`src/rtl/ram_arbiter.sv`:
```
// Two-port arbiter/sequencer for a 256x8 asynchronous RAM: picks a winner,
// sequences setup/strobe/hold and registers every RAM control output.
// Optional build macro: RAM_ARB_ROUND_ROBIN_EN (round-robin instead of fixed A priority).
module ram_arbiter #(
    parameter int ADDR_W   = 8,
    parameter int DATA_W   = 8,
    parameter int WR_PULSE = 1
) (
    input  logic              i_clk,
    input  logic              i_nrst,
    input  logic              i_reqA,
    input  logic              i_reqB,
    input  logic              i_weA,
    input  logic              i_weB,
    input  logic [ADDR_W-1:0] i_addrA,
    input  logic [ADDR_W-1:0] i_addrB,
    input  logic [DATA_W-1:0] i_wdataA,
    input  logic [DATA_W-1:0] i_wdataB,
    output logic              o_ackA,
    output logic              o_ackB,
    output logic [DATA_W-1:0] o_rdata,
    output logic [ADDR_W-1:0] o_ram_addr,
    output logic [DATA_W-1:0] o_ram_wdata,
    output logic              o_ram_writeNEn,
    output logic              o_ram_noe,
    input  logic [DATA_W-1:0] i_ram_rdata,
    output logic              o_busy,
    output logic              o_grantB
);

    typedef enum logic [2:0] {S_IDLE, S_SETUP, S_STROBE, S_HOLD, S_DONE} state_t;

    localparam logic [3:0] PULSE_LAST = 4'(WR_PULSE - 1);

    state_t            r_state;
    state_t            w_next;
    logic [3:0]        r_pulse_cnt;
    logic              r_we;
    logic              w_req_any;
    logic              w_grant_b;
    logic              w_we_sel;
    logic [ADDR_W-1:0] w_addr_sel;
    logic [DATA_W-1:0] w_wdata_sel;
    logic              w_start;

    assign w_req_any = i_reqA | i_reqB;
    assign w_start   = (r_state == S_IDLE) && w_req_any;

`ifdef RAM_ARB_ROUND_ROBIN_EN
    logic r_last_b;

    // On a tie the port that was not served last wins.
    assign w_grant_b = i_reqB & (~i_reqA | ~r_last_b);

    always_ff @(posedge i_clk or negedge i_nrst) begin
        if (!i_nrst) begin
            r_last_b <= 1'b1;
        end else if (w_start) begin
            r_last_b <= w_grant_b;
        end
    end
`else
    assign w_grant_b = i_reqB & ~i_reqA;
`endif

    assign w_we_sel    = w_grant_b ? i_weB    : i_weA;
    assign w_addr_sel  = w_grant_b ? i_addrB  : i_addrA;
    assign w_wdata_sel = w_grant_b ? i_wdataB : i_wdataA;

    // NOTE: sequential state uses non-blocking assignments so every flop samples pre-edge values.
    always_ff @(posedge i_clk or negedge i_nrst) begin
        if (!i_nrst) begin
            r_state <= S_IDLE;
        end else begin
            r_state <= w_next;
        end
    end

    // NOTE: w_next gets its default before the case so no path can infer a latch.
    always_comb begin
        w_next = r_state;
        case (r_state)
            S_IDLE:   if (w_req_any) w_next = S_SETUP;
            S_SETUP:  w_next = r_we ? S_STROBE : S_DONE;
            S_STROBE: if (r_pulse_cnt == PULSE_LAST) w_next = S_HOLD;
            S_HOLD:   w_next = S_DONE;
            S_DONE:   w_next = S_IDLE;
            default:  w_next = S_IDLE;
        endcase
    end

    // Outputs are registered from the next state so they line up with r_state.
    always_ff @(posedge i_clk or negedge i_nrst) begin
        if (!i_nrst) begin
            o_ackA         <= 1'b0;
            o_ackB         <= 1'b0;
            o_rdata        <= '0;
            o_ram_addr     <= '0;
            o_ram_wdata    <= '0;
            o_ram_writeNEn <= 1'b1;
            o_ram_noe      <= 1'b1;
            o_busy         <= 1'b0;
            o_grantB       <= 1'b0;
            r_we           <= 1'b0;
            r_pulse_cnt    <= '0;
        end else begin
            o_busy         <= (w_next != S_IDLE);
            o_ram_writeNEn <= (w_next != S_STROBE);
            o_ram_noe      <= !(w_start && !w_we_sel);
            o_ackA         <= (w_next == S_DONE) && !o_grantB;
            o_ackB         <= (w_next == S_DONE) && o_grantB;

            if (w_start) begin
                o_grantB    <= w_grant_b;
                o_ram_addr  <= w_addr_sel;
                o_ram_wdata <= w_wdata_sel;
                r_we        <= w_we_sel;
            end else if (w_next == S_IDLE) begin
                o_grantB <= 1'b0;
            end

            if (r_state == S_SETUP && !r_we) begin
                o_rdata <= i_ram_rdata;
            end

            r_pulse_cnt <= (r_state == S_STROBE) ? r_pulse_cnt + 4'd1 : 4'd0;
        end
    end

endmodule
```
`config.mk`:
```
export PLATFORM = sky130hd
export DESIGN_NAME = ram_arbiter
export DESIGN_NICKNAME = d
export VERILOG_FILES = /design/src/rtl/ram_arbiter.sv
export SDC_FILE = /design/constraint.sdc
export NUM_CORES = 1
export LEC_CHECK = 0
export ABC_CLOCK_PERIOD_IN_PS = 1800
export BUFFER_PORTS_ARGS = -buffer_cell sky130_fd_sc_hd__buf_4
export CAP_MARGIN = 0
export CORE_MARGIN = 5
export CORE_UTILIZATION = 35
export CTS_CLUSTER_SIZE = 25
export DETAILED_ROUTE_END_ITERATION = 12
export PLACE_DENSITY = 0.6
export SLEW_MARGIN = 5
export SYNTH_ARGS = -nofsm -noshare
export SYNTH_HDL_FRONTEND = slang
export SYNTH_SLANG_ARGS = --single-unit
export TNS_END_PERCENT = 5
```
`constraint.sdc`:
```
create_clock -name i_clk -period 1.8 [get_ports i_clk]
set_input_delay 0.36 -clock i_clk [delete_from_list [all_inputs] [get_ports i_clk]]
set_output_delay 0.36 -clock i_clk [all_outputs]
set_load 0.01 [all_outputs]
```
==> flow_summary.toml, run 1 <==
[floorplanning]
die_width_um = 79.5
core_area_mm2 = 0.00472
rows = 25
die_h_um = 79.5
io_pins = 76
fp.dieArea_mm2 = 0.00633
start_util_pct = 35.8

[placed_design]
dp_cells = 263
hpwlAfterDp_um = 3070
place.gp.congestion = 0.687
post_dp_cell_area_mm2 = 0.00236
port-buffer-count = 75

[drt]
detail_route.wl_per_cell_um = 14.5
firstDrtPassIters = 4
drtIter0Drc = 46
drc = 0
dr_total_vias = 1242
wirelength_um = 3910
vias_per_cell = 4.60
ant_nets = 0

[synth]
synth.area.top_cells = "dfrtp_1, mux2_2, dfstp_2"
synth-xor-area-share_pct = 1.03
ys_types = 29
synth_top_family_by_area = "multiplexers"
synth_area_mm2 = 0.00169
yosys.area.top_type_share_pct = 53.2
syn_inst = 121
synthesis.nets = 169
synth_fa_ha_area_share_pct = 1.48
muxShareOfSynthArea_pct = 27.2
ys_ff_latch = 38
avgSynthCellArea_um2 = 14.0
yosys.area_share.simple_pct = 6.58
yosysSeqAreaShare_pct = 56.3
yosys_warnings = 0
synth_compound_area_share_pct = 3.92
synth_top_cell_by_area = "dfrtp_1"

[final_layout]
finish.net_count = 251
final.fill_count = 423
area_delta_synth_final_pct = 43.9
antenna_cells = 0
fin_area_mm2 = 0.00244
instances_no_fill = 270
drive_gt1_share_pct = 64.5

[power_and_ir_drop]
p_int_w = 0.00249
p_leak_nw = 1.15
p_switching_w = 0.00116
p_seq_share_pct = 40.2
power.share.clock_pct = 14.6
ir_worst_vdd_mv = 0.781
fin_total_pwr_w = 0.00365
p_comb_share_pct = 45.2
powerDensity_mw_per_mm2 = 1500
power.share.switching_pct = 31.7

[sta]
slew_headroom_pct = 68.2
post-route-period-util_pct = 90.3
setup_violations = 0
tightest_slew_ns = 0.477
hold_viol_final = 0
clock_skew_ns = 0.00423
fin_hold_ws_ns = 0.0358
fin_crit_ns = 1.62
drv_slew = 0
rsz0062_at_grt = "false"
fin_setup_tns_ns = 0
max_freq_ghz = 0.615

[global_routing]
grt_max_degree = 39
grt_usage_pct = 13.5
grt_overflow = 0
grt_pass1_wl_um = 6570
grt_pass1_vias = 1381
antenna_found_initial = 0

[setup_path]
critPathCaptureType = "register"
required_ns = 1.97
crit_path_max_fanout = 18
worstSetupPathType = "reg -> reg"
crit_arrival_ns = 1.79
critPathLaunchType = "register"

[flow_run]
drv_cap = 0

[cts]
clockBufferDepth = 2
cts_sinks = 38
clock_latency_ns = 0.28
cts.htree.levels = 2
cts_buffers = 5
post-cts-setup-buffer-count = 0
ctsHoldBuffers = 0
ctsResizeCount = 0
clk_pin_slew_ns = 0.07
clockRootBuffer = "clkbuf_8"
tritoncts = "done"

[outcome]
status = "completed"

[min_path]
min_path_type = "in -> async"
-- worst paths after layout --
check,from,end,slack (ns),depth (start not counted)
setup reg to reg,r_state[0]$_DFF_PN0_,o_ram_addr[3]$_DFFE_PN0P_,0.18,3
max in group asynchronous,i_nrst,o_ram_noe$_DFF_PN1_,1.41,1
hold reg to reg,o_grantB$_DFFE_PN0P_,o_ackA$_DFF_PN0_,0.49,1
setup / recovery,r_state[0]$_DFF_PN0_,o_ram_addr[3]$_DFFE_PN0P_,0.18,3
min in group i_clk,i_ram_rdata[2],o_rdata[2]$_DFFE_PN0P_,0.31,2
hold / removal,i_nrst,o_ram_addr[6]$_DFFE_PN0P_,0.04,1
-- layout by cell type, fill, tap and decap left out, types with 2 or more instances in the layout --
cell,n
clkbuf_8,5
nor2b_1,2
nor2_1,7
clkbuf_1,2
nand2_1,3
a21oi_1,2
buf_4,80
inv_1,4
mux2_2,40
dfrtp_1,36
dfstp_2,2
ha_1,2
-- layer usage --
layer,share of wire [%],GRT usage (%),vias to the layer above
met4,1.0,3.61,0
met5,0,0,-
met2,53,23.1,43
met1,39,15.6,610
li1,-,-,583
met3,7.8,5.30,6
-- critical path, cell delays in order (launching register included) --
cell	delay, ns
dfrtp_1	0.46
nor4_2	0.47
buf_12	0.22
mux2_2	0.35
-- metrics by stage --
stage / utilization, % / setup WS, ns
floorplan: - / 0.298
global route: 51.6 / 0.117
detailed placement: 50.0 / 0.150
global placement: 50.0 / 0.191
finish: 51.6 / 0.175
CTS: 51.6 / 0.157
-- sequential cells by signal, indices dropped and copies added, names as in the netlist --
register	count
o_ackB	1
o_rdata	8
o_ram_writeNEn	1
o_grantB	1
r_state	3
o_busy	1
r_we	1
o_ram_wdata	8
r_pulse_cnt	4
o_ackA	1
o_ram_noe	1
o_ram_addr	8
-- synthesized netlist by cell type, drive strengths merged --
| cell type | number |
|---|---|
| nand2 | 3 |
| nor2 | 7 |
| nand3b | 1 |
| a21o | 1 |
| o211a | 1 |
| xnor2 | 1 |
| a22oi | 1 |
| mux2i | 1 |
| nor2b | 2 |
| and2 | 1 |
| nor4 | 1 |
| nor4b | 1 |
| nand3 | 1 |
| a41o | 1 |
| nand2b | 1 |
| xor2 | 1 |
| ha | 2 |
| inv | 4 |
| o21bai | 1 |
| mux2 | 40 |
| dfstp | 2 |
| a31o | 1 |
| and3 | 1 |
| o21ai | 1 |
| buf | 6 |
| dfrtp | 36 |
| a21oi | 2 |
-- layout make-up --
type / instances / area, um2 / area share, %
Timing Repair Buffer: 81 / 621 / 25.5
Multi-Input combinational cell: 73 / 687 / 28.2
Clock buffer: 7 / 76.3 / 3.13
Inverter: 4 / 15.0 / 0.616
Tap cell: 67 / 83.8 / 3.44
Sequential cell: 38 / 953 / 39.1
-- power by group through the flow --
stage	Combinational, W	Sequential, W	Clock [W]
5_1_grt	0.00178	0.00152	0.000599
4_1_cts	0.00168	0.00147	0.000555
3_5_place_dp	0.00168	0.00149	0
6_report	0.00165	0.00147	0.000534
2_1_floorplan	0.000725	0.00160	0
3_3_place_gp	0.00164	0.00147	0
-- cell families (layout without fill, tap and decap cells) --
family | count (synthesis) | count (layout)
muxes | 41 | 41
DFF | 38 | 38
and+or+nand+nor | 19 | 19
buffers and inverters | 10 | 92
AOI/OAI and AO/OA | 9 | 9
adders and majority gates | 2 | 2
xor gates and xnor gates | 2 | 2
No activity file was read; power rests on OpenSTA's default activity.
==> run 2: changes to the inputs <==
--- a/config.mk
+++ b/config.mk
@@ -5,6 +5,7 @@
 export SDC_FILE = /design/constraint.sdc
 export NUM_CORES = 1
 export LEC_CHECK = 0
+export ABC_AREA = 1
 export ABC_CLOCK_PERIOD_IN_PS = 1800
 export BUFFER_PORTS_ARGS = -buffer_cell sky130_fd_sc_hd__buf_4
 export CAP_MARGIN = 0
==> flow_summary.toml, run 2 <==
[drt]
firstDrtPassIters = 4
detail_route.wl_per_cell_um = 11.3
drc = 0
ant_nets = 0
dr_total_vias = 1406
drtIter0Drc = 61
vias_per_cell = 4.26
wirelength_um = 3730

[sta]
setup_violations = 0
slew_headroom_pct = 67.2
tightest_slew_ns = 0.491
hold_viol_final = 0
drv_slew = 0
clock_skew_ns = 0.00259
rsz0062_at_grt = "false"
max_freq_ghz = 0.746
post-route-period-util_pct = 74.5
fin_setup_tns_ns = 0
fin_crit_ns = 1.34

[final_layout]
mostFrequentLayoutCell = "buf_4"
final_cell_mix = "buf_4, nor2_1, nand2_1"
drive_gt1_share_pct = 41.4
fin_area_mm2 = 0.00244
top_regs = "o_ram_addr x8, o_ram_wdata x8, o_rdata x8"
antenna_cells = 0
instances_no_fill = 330
finish.net_count = 310
area_delta_synth_final_pct = 41.3

[synth]
yosysMostFrequentCell = "nor2_1"
synthesis.nets = 232
yosysSeqAreaShare_pct = 55.1
synth_top_cell_by_area = "dfrtp_1"
synth-xor-area-share_pct = 0.507
synth_compound_area_share_pct = 14.5
synth_fa_ha_area_share_pct = 1.45
ys_types = 21
synth_edf_count = 0
avgSynthCellArea_um2 = 9.40
synth_area_mm2 = 0.00173
ys.flop_type = "dfrtp_1"
synth_common_cells = "nor2_1, nand2_1, dfrtp_1, inv_1, o31ai_2"
ys_ff_latch = 38
syn_inst = 184
yosys.area_share.simple_pct = 20.5
muxShareOfSynthArea_pct = 0
synth_top_family_by_area = "simple AND/OR/NAND/NOR gates"
yosys.area.top_type_share_pct = 52.1
yosys_warnings = 0
synthArstFlopShare_pct = 100
synth.area.top_cells = "dfrtp_1, o31ai_2, nor2_1"

[power_and_ir_drop]
fin_total_pwr_w = 0.00376
p_leak_nw = 1.28
powerDensity_mw_per_mm2 = 1540
ir_worst_vdd_mv = 0.635

[global_routing]
grt_max_degree = 39
grt_usage_pct = 12.5
grt_overflow = 0
grt_pass1_wl_um = 6310
antenna_found_initial = 0
grt_pass1_vias = 1429

[setup_path]
crit_path_max_fanout = 25
worstSetupPathType = "reg -> reg"
critPathLaunchType = "register"
cp-startpoint = "r_state[2]$_DFF_PN0_"
crit_arrival_ns = 1.52
required_ns = 1.98
critPathCaptureType = "register"
r2r_start = "r_state[2]$_DFF_PN0_"

[floorplanning]
die_h_um = 80.3
start_util_pct = 36.4
die_width_um = 80.3
io_pins = 76
fp.dieArea_mm2 = 0.00645
rows = 25
core_area_mm2 = 0.00475

[cts]
clockRootBuffer = "clkbuf_8"
post-cts-setup-buffer-count = 0
ctsResizeCount = 0
clock_latency_ns = 0.28
ctsHoldBuffers = 0
clk_pin_slew_ns = 0.07
cts_sinks = 38
clockBufferDepth = 2
cts.htree.levels = 2
cts_buffers = 5
tritoncts = "done"

[outcome]
status = "completed"

[flow_run]
drv_cap = 0

[placed_design]
place.gp.congestion = 0.767
hpwlAfterDp_um = 2840
port-buffer-count = 75
post_dp_cell_area_mm2 = 0.00235
dp_cells = 322

[min_path]
min_path_type = "in -> async"
[run 2: layout make-up]
cell class | count | area, um2
clock buffer | 7 | 86.3
clock inverter | 1 | 5.00
fill | 474 | 2310
inverter | 23 | 86.3
multi-input combinational | 117 | 638
sequential | 38 | 953
tap | 67 | 83.8
timing repair buffer | 77 | 591
[run 2: worst max-delay path, cell delays in order, from the launching register on]
cell	delay, ns
dfrtp_1	0.39
nor2_2	0.14
nand2_2	0.08
nor2_4	0.13
inv_2	0.12
buf_12	0.18
nand2_1	0.06
inv_1	0.03
nand2_1	0.05
nand2_1	0.05
[run 2: path summary, 6_finish.rpt]
path / cells past startpoint / slack, ns / to
worst max-delay path: 9 / 0.46 / o_grantB$_DFFE_PN0P_
worst min-delay path: 1 / 0.03 / r_state[0]$_DFF_PN0_
worst max register to register: 9 / 0.46 / o_grantB$_DFFE_PN0P_
worst min register to register: 2 / 0.49 / o_rdata[1]$_DFFE_PN0P_
max in group asynchronous: 1 / 1.42 / o_ram_writeNEn$_DFF_PN1_
min in group i_clk: 3 / 0.32 / o_ram_noe$_DFF_PN1_
[run 2: per-layer routing]
metal | GRT usage [%] | share of wire [%] | vias to the layer above
li1 | - | - | 730
met5 | 0 | 0 | -
met2 | 20.3 | 47 | 47
met1 | 14.8 | 44 | 624
met4 | 3.21 | 0.91 | 0
met3 | 5.94 | 8.0 | 5
[run 2: cell families (layout without fill, tap and decap cells)]
| family | after synthesis | in the layout |
|---|---|---|
| AOI/OAI and AO/OA | 27 | 27 |
| xor gates and xnor gates | 1 | 1 |
| adders and majority gates | 2 | 2 |
| buffers and inverters | 29 | 108 |
| DFF | 38 | 38 |
| and+or+nand+nor | 87 | 87 |
[run 2: power by group]
part / switching, W / internal (W) / leakage (nW)
clock: 0.000276 / 0.000309 / 0.0482
sequential: 0.000205 / 0.00124 / 0.471
combinational: 0.000890 / 0.000835 / 0.765
total: 0.00137 / 0.00239 / 1.28
[run 2: through the flow]
step / setup WS (ns) / util, % / hold WS [ns]
after floorplan: 0.638 / - / 0.0644
after global placement: 0.421 / 49.5 / 0.358
after detailed placement: 0.395 / 49.5 / 0.356
after CTS: 0.413 / 51.4 / 0.0484
after global routing: 0.231 / 51.4 / 0.0602
final: 0.459 / 51.4 / 0.0344
